### config.mk
export PLATFORM = sky130hd
export DESIGN_NAME = complex_mult_pipe
export DESIGN_NICKNAME = d
export VERILOG_FILES = /design/src/rtl/complex_mult_pipe.sv
export SDC_FILE = /design/constraint.sdc
export NUM_CORES = 2
export LEC_CHECK = 0
export CORE_UTILIZATION = 55
export DETAILED_ROUTE_END_ITERATION = 10
export PLACE_DENSITY = 0.71
export SLEW_MARGIN = 0
export SYNTH_ARGS = -nofsm -noshare
export SYNTH_HDL_FRONTEND = slang
export SYNTH_SLANG_ARGS = --single-unit
### constraint.sdc
create_clock -name clk -period 9.82 [get_ports clk]
set_input_delay 2.455 -clock clk [delete_from_list [all_inputs] [get_ports clk]]
set_output_delay 2.455 -clock clk [all_outputs]
set_load 0.03 [all_outputs]
### src/rtl/complex_mult_pipe.sv
// Three-stage pipelined complex multiplier y = a*b or a*conj(b) in Q(WIDTH-FRAC).FRAC format,
// with a valid/ready handshake that freezes the whole pipeline on output backpressure.
module complex_mult_pipe #(
    parameter int WIDTH = 16,
    parameter int FRAC  = WIDTH / 2,
    parameter bit ROUND = 1'b1,
    parameter bit SAT   = 1'b1
) (
    input  logic                    clk,
    input  logic                    rst,
    input  logic                    in_valid,
    output logic                    in_ready,
    input  logic signed [WIDTH-1:0] a_re,
    input  logic signed [WIDTH-1:0] a_im,
    input  logic signed [WIDTH-1:0] b_re,
    input  logic signed [WIDTH-1:0] b_im,
    input  logic                    conj_en,
    output logic                    out_valid,
    input  logic                    out_ready,
    output logic signed [WIDTH-1:0] y_re,
    output logic signed [WIDTH-1:0] y_im,
    output logic                    ovf
);

    localparam int PW = 2 * WIDTH;
    localparam int SW = 2 * WIDTH + 1;

    localparam logic signed [SW-1:0] RND  = ROUND ? (SW'(1) << (FRAC - 1)) : '0;
    localparam logic signed [SW-1:0] MAXV = {{(SW - WIDTH + 1){1'b0}}, {(WIDTH - 1){1'b1}}};
    localparam logic signed [SW-1:0] MINV = {{(SW - WIDTH + 1){1'b1}}, {(WIDTH - 1){1'b0}}};

    // Returns {out_of_range, result}; the range flag is independent of SAT so ovf always reports.
    function automatic logic [WIDTH:0] scale(input logic signed [SW-1:0] sum);
        logic signed [SW-1:0] r;
        logic                 hi;
        logic                 lo;
        logic [WIDTH-1:0]     y;
        r  = (sum + RND) >>> FRAC;
        hi = (r > MAXV);
        lo = (r < MINV);
        if (SAT && hi) begin
            y = MAXV[WIDTH-1:0];
        end else if (SAT && lo) begin
            y = MINV[WIDTH-1:0];
        end else begin
            y = r[WIDTH-1:0];
        end
        return {hi | lo, y};
    endfunction

    logic                    adv;

    logic                    v1_q, v1_d, v2_q, v2_d, v3_q, v3_d;
    logic                    cj1_q, cj1_d, cj2_q, cj2_d;
    logic signed [WIDTH-1:0] ar_q, ar_d, ai_q, ai_d, br_q, br_d, bi_q, bi_d;
    logic signed [PW-1:0]    rr_q, rr_d, ii_q, ii_d, ri_q, ri_d, ir_q, ir_d;
    logic signed [WIDTH-1:0] y_re_q, y_re_d, y_im_q, y_im_d;
    logic                    ovf_q, ovf_d;

    logic signed [SW-1:0]    re_sum, im_sum;
    logic [WIDTH:0]          re_res, im_res;

    always_comb begin
        adv = ~(v3_q & ~out_ready);

        re_sum = cj2_q ? (SW'(rr_q) + SW'(ii_q)) : (SW'(rr_q) - SW'(ii_q));
        im_sum = cj2_q ? (SW'(ir_q) - SW'(ri_q)) : (SW'(ri_q) + SW'(ir_q));
        re_res = scale(re_sum);
        im_res = scale(im_sum);

        v1_d   = v1_q;
        v2_d   = v2_q;
        v3_d   = v3_q;
        cj1_d  = cj1_q;
        cj2_d  = cj2_q;
        ar_d   = ar_q;
        ai_d   = ai_q;
        br_d   = br_q;
        bi_d   = bi_q;
        rr_d   = rr_q;
        ii_d   = ii_q;
        ri_d   = ri_q;
        ir_d   = ir_q;
        y_re_d = y_re_q;
        y_im_d = y_im_q;
        // Only valid samples landing in S3 may raise the sticky flag.
        ovf_d  = ovf_q | (adv & v2_q & (re_res[WIDTH] | im_res[WIDTH]));

        if (adv) begin
            v1_d   = in_valid;
            cj1_d  = conj_en;
            ar_d   = a_re;
            ai_d   = a_im;
            br_d   = b_re;
            bi_d   = b_im;

            v2_d   = v1_q;
            cj2_d  = cj1_q;
            rr_d   = PW'(ar_q) * PW'(br_q);
            ii_d   = PW'(ai_q) * PW'(bi_q);
            ri_d   = PW'(ar_q) * PW'(bi_q);
            ir_d   = PW'(ai_q) * PW'(br_q);

            v3_d   = v2_q;
            y_re_d = re_res[WIDTH-1:0];
            y_im_d = im_res[WIDTH-1:0];
        end
    end

    always_ff @(posedge clk or posedge rst) begin
        if (rst) begin
            v1_q   <= 1'b0;
            v2_q   <= 1'b0;
            v3_q   <= 1'b0;
            cj1_q  <= 1'b0;
            cj2_q  <= 1'b0;
            ar_q   <= '0;
            ai_q   <= '0;
            br_q   <= '0;
            bi_q   <= '0;
            rr_q   <= '0;
            ii_q   <= '0;
            ri_q   <= '0;
            ir_q   <= '0;
            y_re_q <= '0;
            y_im_q <= '0;
            ovf_q  <= 1'b0;
        end else begin
            v1_q   <= v1_d;
            v2_q   <= v2_d;
            v3_q   <= v3_d;
            cj1_q  <= cj1_d;
            cj2_q  <= cj2_d;
            ar_q   <= ar_d;
            ai_q   <= ai_d;
            br_q   <= br_d;
            bi_q   <= bi_d;
            rr_q   <= rr_d;
            ii_q   <= ii_d;
            ri_q   <= ri_d;
            ir_q   <= ir_d;
            y_re_q <= y_re_d;
            y_im_q <= y_im_d;
            ovf_q  <= ovf_d;
        end
    end

    assign in_ready  = adv;
    assign out_valid = v3_q;
    assign y_re      = y_re_q;
    assign y_im      = y_im_q;
    assign ovf       = ovf_q;

endmodule

Yosys cells after proc, flatten, opt, wreduce, memory -nomap -nowiden
Index checks and enable logic that the tools add are counted.
{ "classes": {"n_bitwise": 9, "magnitude_cmp": 4, "n_mux": 6, "add_sub_neg": 6, "mul": 4} }
{ "ops": {"columns": ["operator", "count"], "rows": [
  ["16-bit by 16-bit multiplier with 32-bit output", 4],
  ["32-bit by 32-bit adder with 33-bit output", 2],
  ["33-bit by 9-bit adder with 33-bit output (second input constant)", 2],
  ["33-bit two-way mux", 2],
  ["32-bit by 32-bit subtractor with 33-bit output", 2],
  ["16-bit two-way mux", 4],
  ["25-bit by 16-bit > comparator with 1-bit output (second input constant)", 2],
  ["25-bit by 16-bit < comparator with 1-bit output (second input constant)", 2],
  ["1-bit OR", 4],
  ["1-bit bitwise AND", 3],
  ["1-bit NOT", 2]
]} }
{ "totals": {"out_inout_bits": 35, "regBits": 230} }

Logic depth before layout (Yosys ltp)
{ "depth": {"depth_word": 8, "ltp_mapped": 29, "mapped_depth_nobuf": 28} }

Worst setup path before layout
No wires, ideal clock.
{ "synth_path": {"path_kind": "reg2reg", "start": "register ar_q[10]", "end": "register ri_q[29]", "setup_ns": 0.137, "required_ns": 9.683, "arrival_ns": 6.432, "n_path_buf": 1, "slack_ns": 3.251, "stages_incl_launch_ff": 29, "path_cell_list": "dfrtp_1 -> clkbuf_1 -> nand2_1 -> fa_1 -> inv_1 -> fa_1 -> inv_1 -> fa_1 -> fa_1 -> inv_1 -> fa_1 -> inv_1 -> fa_1 -> inv_1 -> ha_1 -> and2_1 -> o21ai_0 -> nand2b_1 -> a21oi_1 -> o21bai_1 -> a41o_1 -> nand2_1 -> a21oi_1 -> a211oi_1 -> a21oi_1 -> a2111oi_0 -> nor2_1 -> xnor2_1 -> a21oi_1"} }
{ "synth_between": {"elab_chain_cells": 1} }
{ "synth_rtl": {"columns": ["item", "line_no", "source"], "rows": [
  ["from (decl)", "55", "logic signed [WIDTH-1:0] ar_q, ar_d, ai_q, ai_d, br_q, br_d, bi_q, bi_d;"],
  ["from (signal assigned)", "134", "ar_q <= ar_d;"],
  ["16-bit by 16-bit multiplier with 32-bit output", "101", "ri_d = PW'(ar_q) * PW'(bi_q);"],
  ["to (signal assigned)", "140", "ri_q <= ri_d;"],
  ["to (decl)", "56", "logic signed [PW-1:0] rr_q, rr_d, ii_q, ii_d, ri_q, ri_d, ir_q, ir_d;"]
]} }
Every way passes these cells.
A chain may end at the register's enable or synchronous reset.

Final worst setup path
{ "layout_path": {"start": "register bi_q[1]", "end": "register ii_q[30]"} }
{ "layout_between": {"elab_chain_cells": 1} }
{ "layout_rtl": {"columns": ["item", "line_no", "source"], "rows": [
  ["from (decl)", "55", null],
  ["from (signal assigned)", "137", "bi_q <= bi_d;"],
  ["16-bit by 16-bit multiplier with 32-bit output", "100", "ii_d = PW'(ai_q) * PW'(bi_q);"],
  ["to (signal assigned)", "139", "ii_q <= ii_d;"],
  ["to (decl)", "56", null]
]} }
Every way passes these cells.

==> impl_results.md <==
* Worst Tran Pin Value at roughly 1.2 ns
* Cell taking the most area after synthesis: fa_1
* Slew Limit Headroom at 0.180
* Clock-pin transition on the worst setup and hold timing paths at 0.07 ns
* Worst setup SP type: register
* DRC viols at 0
* Clock buffer depth at 3
* DR pass1 iterations at 6
* Hold Crit Class: reg2reg
* Max Freq at around 130 MHz
* Number of port buffers at between 100 and 150
* First-pass GRT wire length at about 220000 µm
* Mapped cell area at between 50000 and 60000 µm²
* Min Tclk post-route at between 7 and 8 ns
* Initial DRC count at 3107
* Multi-input gate area at between 40000 and 50000 µm²
* Synthesized area per cell at 8.85 µm²
* Syn Inst Count at 5998
* Ant. Diodes at 0
* Yosys reg bits at 230
* Gr usage total at 0.281
* RSZ-0062 raised after global routing: no
* Setup bufs post-CTS at 0
* Drt via density at between 5 and 6
* Final hold viol count at 0
* Unique cell type count in the Yosys netlist at 93
* Share of cells above drive strength 1 at 0.0325
* Final Slew Violations at 0
* Row count at 113
* Antenna-violating nets left at 0
* Number of synthesized flops with an enable pin at 0
* Most frequent cells in the layout: 1164 x inv_1, 1048 x fa_1, 930 x nand2_1
* Dpl hpwl at about 100000 µm
* Most common cell after layout, fill and taps aside: inv_1
* Clock root buffer: clkbuf_16
* Synth Flop Type: dfrtp_1
* DR vias at 39.7k
* Register area at 5760 µm²
* Chip height at approximately 310 µm
* Top cell type's share of synthesized area at 0.395
* Post-CTS Resized at 0
* Nets at ~7.5k
* Sequential cell area fraction in the yosys report at 0.108
* Final Wtd Congestion at ~0.90
* Hold-fix buffers at CTS at 0
* Status: finished, final reports clean
* Max FO, Critical Path at 19
* Synth top area cells: fa_1 40%, dfrtp_1 11%, ha_1 9.3%, inv_1 8.2%, nand2_1 6.6%
* Clk_skew at between 0.02 and 0.025 ns
* Area grow syn2layout at 6.49%
* Initial antenna violation count at 0
* Initial core utilization at 0.557
* GR Overflow Total at 0
* Die area at between 90000 and 100000 µm²
* Async set-reset flop share out of synthesis at 1.00
* Setup Crit Path Kind: reg2reg
* Core Footprint at around 95000 µm²
* Arrival @ worst endpoint at a little over 8 ns
* Pin count of the biggest net entering global routing at between 100 and 150
* Max Cap Violations at 0
* CTS tree: built
* I/O pin count at 104
* Die Width at approximately 310 µm
* Fill count at just over 8k
* WP data required at between 10 and 15 ns
* Period utilisation layout at 0.785
* Final setup vio count at 0
* CTS Buf Count at 35
* Vias in the first global route at between 40k and 50k
* H-tree levels at 2
* Warnings from Yosys at 0
* Clk Latency, worst-skew pair at a little under 0.6 ns
* Total negative slack at 0 ns
* TritonCTS Sinks at 230
* Avg WL per Cell at ~18 µm
* Crit end category: register
* Syn nets at 7509
* Final WL at between 100000 and 150000 µm
==> stage by stage <==
step           instance area (µm²)  utilization  instances  worst slack [ns]  hold WS, ns
3_5_place_dp                 55300        0.580       7171              2.32        0.459
4_1_cts                      56500        0.593       7234              2.28        0.471
2_1_floorplan                53100            -       5998              1.06        0.430
6_report                     56500        0.593       7234              2.11        0.468
5_1_grt                      56500        0.593       7234              1.74        0.494
3_3_place_gp                 55300        0.580       7171              2.44        0.445
==> state kept, by name, summed over array words and instances (netlist names) <==
register and cells:
v1_q 1, y_im 16, out_valid 1, ri_q 32, br_q 16, v2_q 1
ai_q 16, y_re 16, ii_q 32, bi_q 16, ovf 1, ir_q 32
ar_q 16, cj1_q 1, rr_q 32, cj2_q 1
==> worst max-delay path, cell delays in order (launching register included) <==
cell and delay (ns):
dfrtp_1 0.74, buf_4 0.33, nand2_1 0.10, fa_1 0.55
inv_1 0.05, fa_1 0.53, inv_1 0.05, fa_1 0.51
inv_1 0.06, fa_1 0.53, inv_1 0.05, fa_1 0.47
inv_1 0.05, fa_1 0.43, ha_1 0.34, a21o_1 0.20
nor3_1 0.25, inv_1 0.09, a211oi_1 0.43, o21ai_0 0.34
a31oi_1 0.42, o211ai_1 0.20, and3_1 0.22, o21ai_0 0.24
a21boi_0 0.15, xnor2_1 0.16, a21oi_1 0.08
==> kinds of logic (layout without fill, tap and decap cells) <==
kind of cell	Yosys count	after routing	synth area share
DFF	230	230	0.108
and+or+nand+nor	1920	1920	0.172
adders and majority gates	1443	1443	0.488
xor gates and xnor gates	288	288	0.0476
buffers and inverters	1448	1419	0.103
AOI/OAI and AO/OA	661	661	0.0787
muxes	8	8	0.00158
==> area by class of cell <==
class | instances | share of cell area
inverters | 1166 | 0.0777
flip-flops and latches | 230 | 0.102
repair buffers | 190 | 0.0298
clock inverters | 15 | 0.00392
clock buffers | 48 | 0.0182
multi-input cells | 4320 | 0.741
well taps | 1265 | 0.0280
==> metal layers <==
layer,track usage,routed length [µm],vias to the layer above
met5,0,0,-
met4,0.0766,4020,0
met3,0.0531,10700,165
met2,0.440,59300,1393
met1,0.402,57100,20000
li1,-,-,18200
==> Yosys cell counts, types with 5 or more instances <==
cell	number
nor2b_1	16
a22oi_1	6
nand2_1	930
nor3b_1	9
o31ai_1	12
nand2b_1	98
o21a_1	15
a211o_1	5
a211oi_1	19
xor2_1	92
nor4_1	15
a21oi_1	239
or4_1	5
or3_1	20
buf_1	8
nand4_1	14
inv_1	1165
dfrtp_1	230
nor2_1	221
and3b_1	6
nor3_1	64
o21ai_1	9
o2111ai_1	6
and3_1	20
xnor2_1	195
or2_2	7
clkbuf_1	265
mux2i_1	5
nand3_1	45
o21ai_0	141
o21bai_1	37
nand3b_1	8
o211ai_1	11
ha_1	394
a31oi_1	39
fa_1	1048
a21o_1	51
nor4b_1	5
and2_1	419
a41o_1	5
o311ai_0	5
==> final timing paths <==
| path | from | end | slack (ns) | depth (start not counted) |
|---|---|---|---|---|
| max in group asynchronous | rst | br_q[8] | 5.88 | 3 |
| min in group asynchronous | rst | out_valid | 2.49 | 2 |
| hold / removal | ir_q[0] | ir_q[0] | 0.47 | 2 |
| setup reg to reg | bi_q[1] | ii_q[30] | 2.11 | 26 |
| hold reg to reg | ir_q[0] | ir_q[0] | 0.47 | 2 |
| setup / recovery | bi_q[1] | ii_q[30] | 2.11 | 26 |
Power is not shown: default switching activity piles up to over one toggle a cycle in this logic, so the estimate is an artifact.
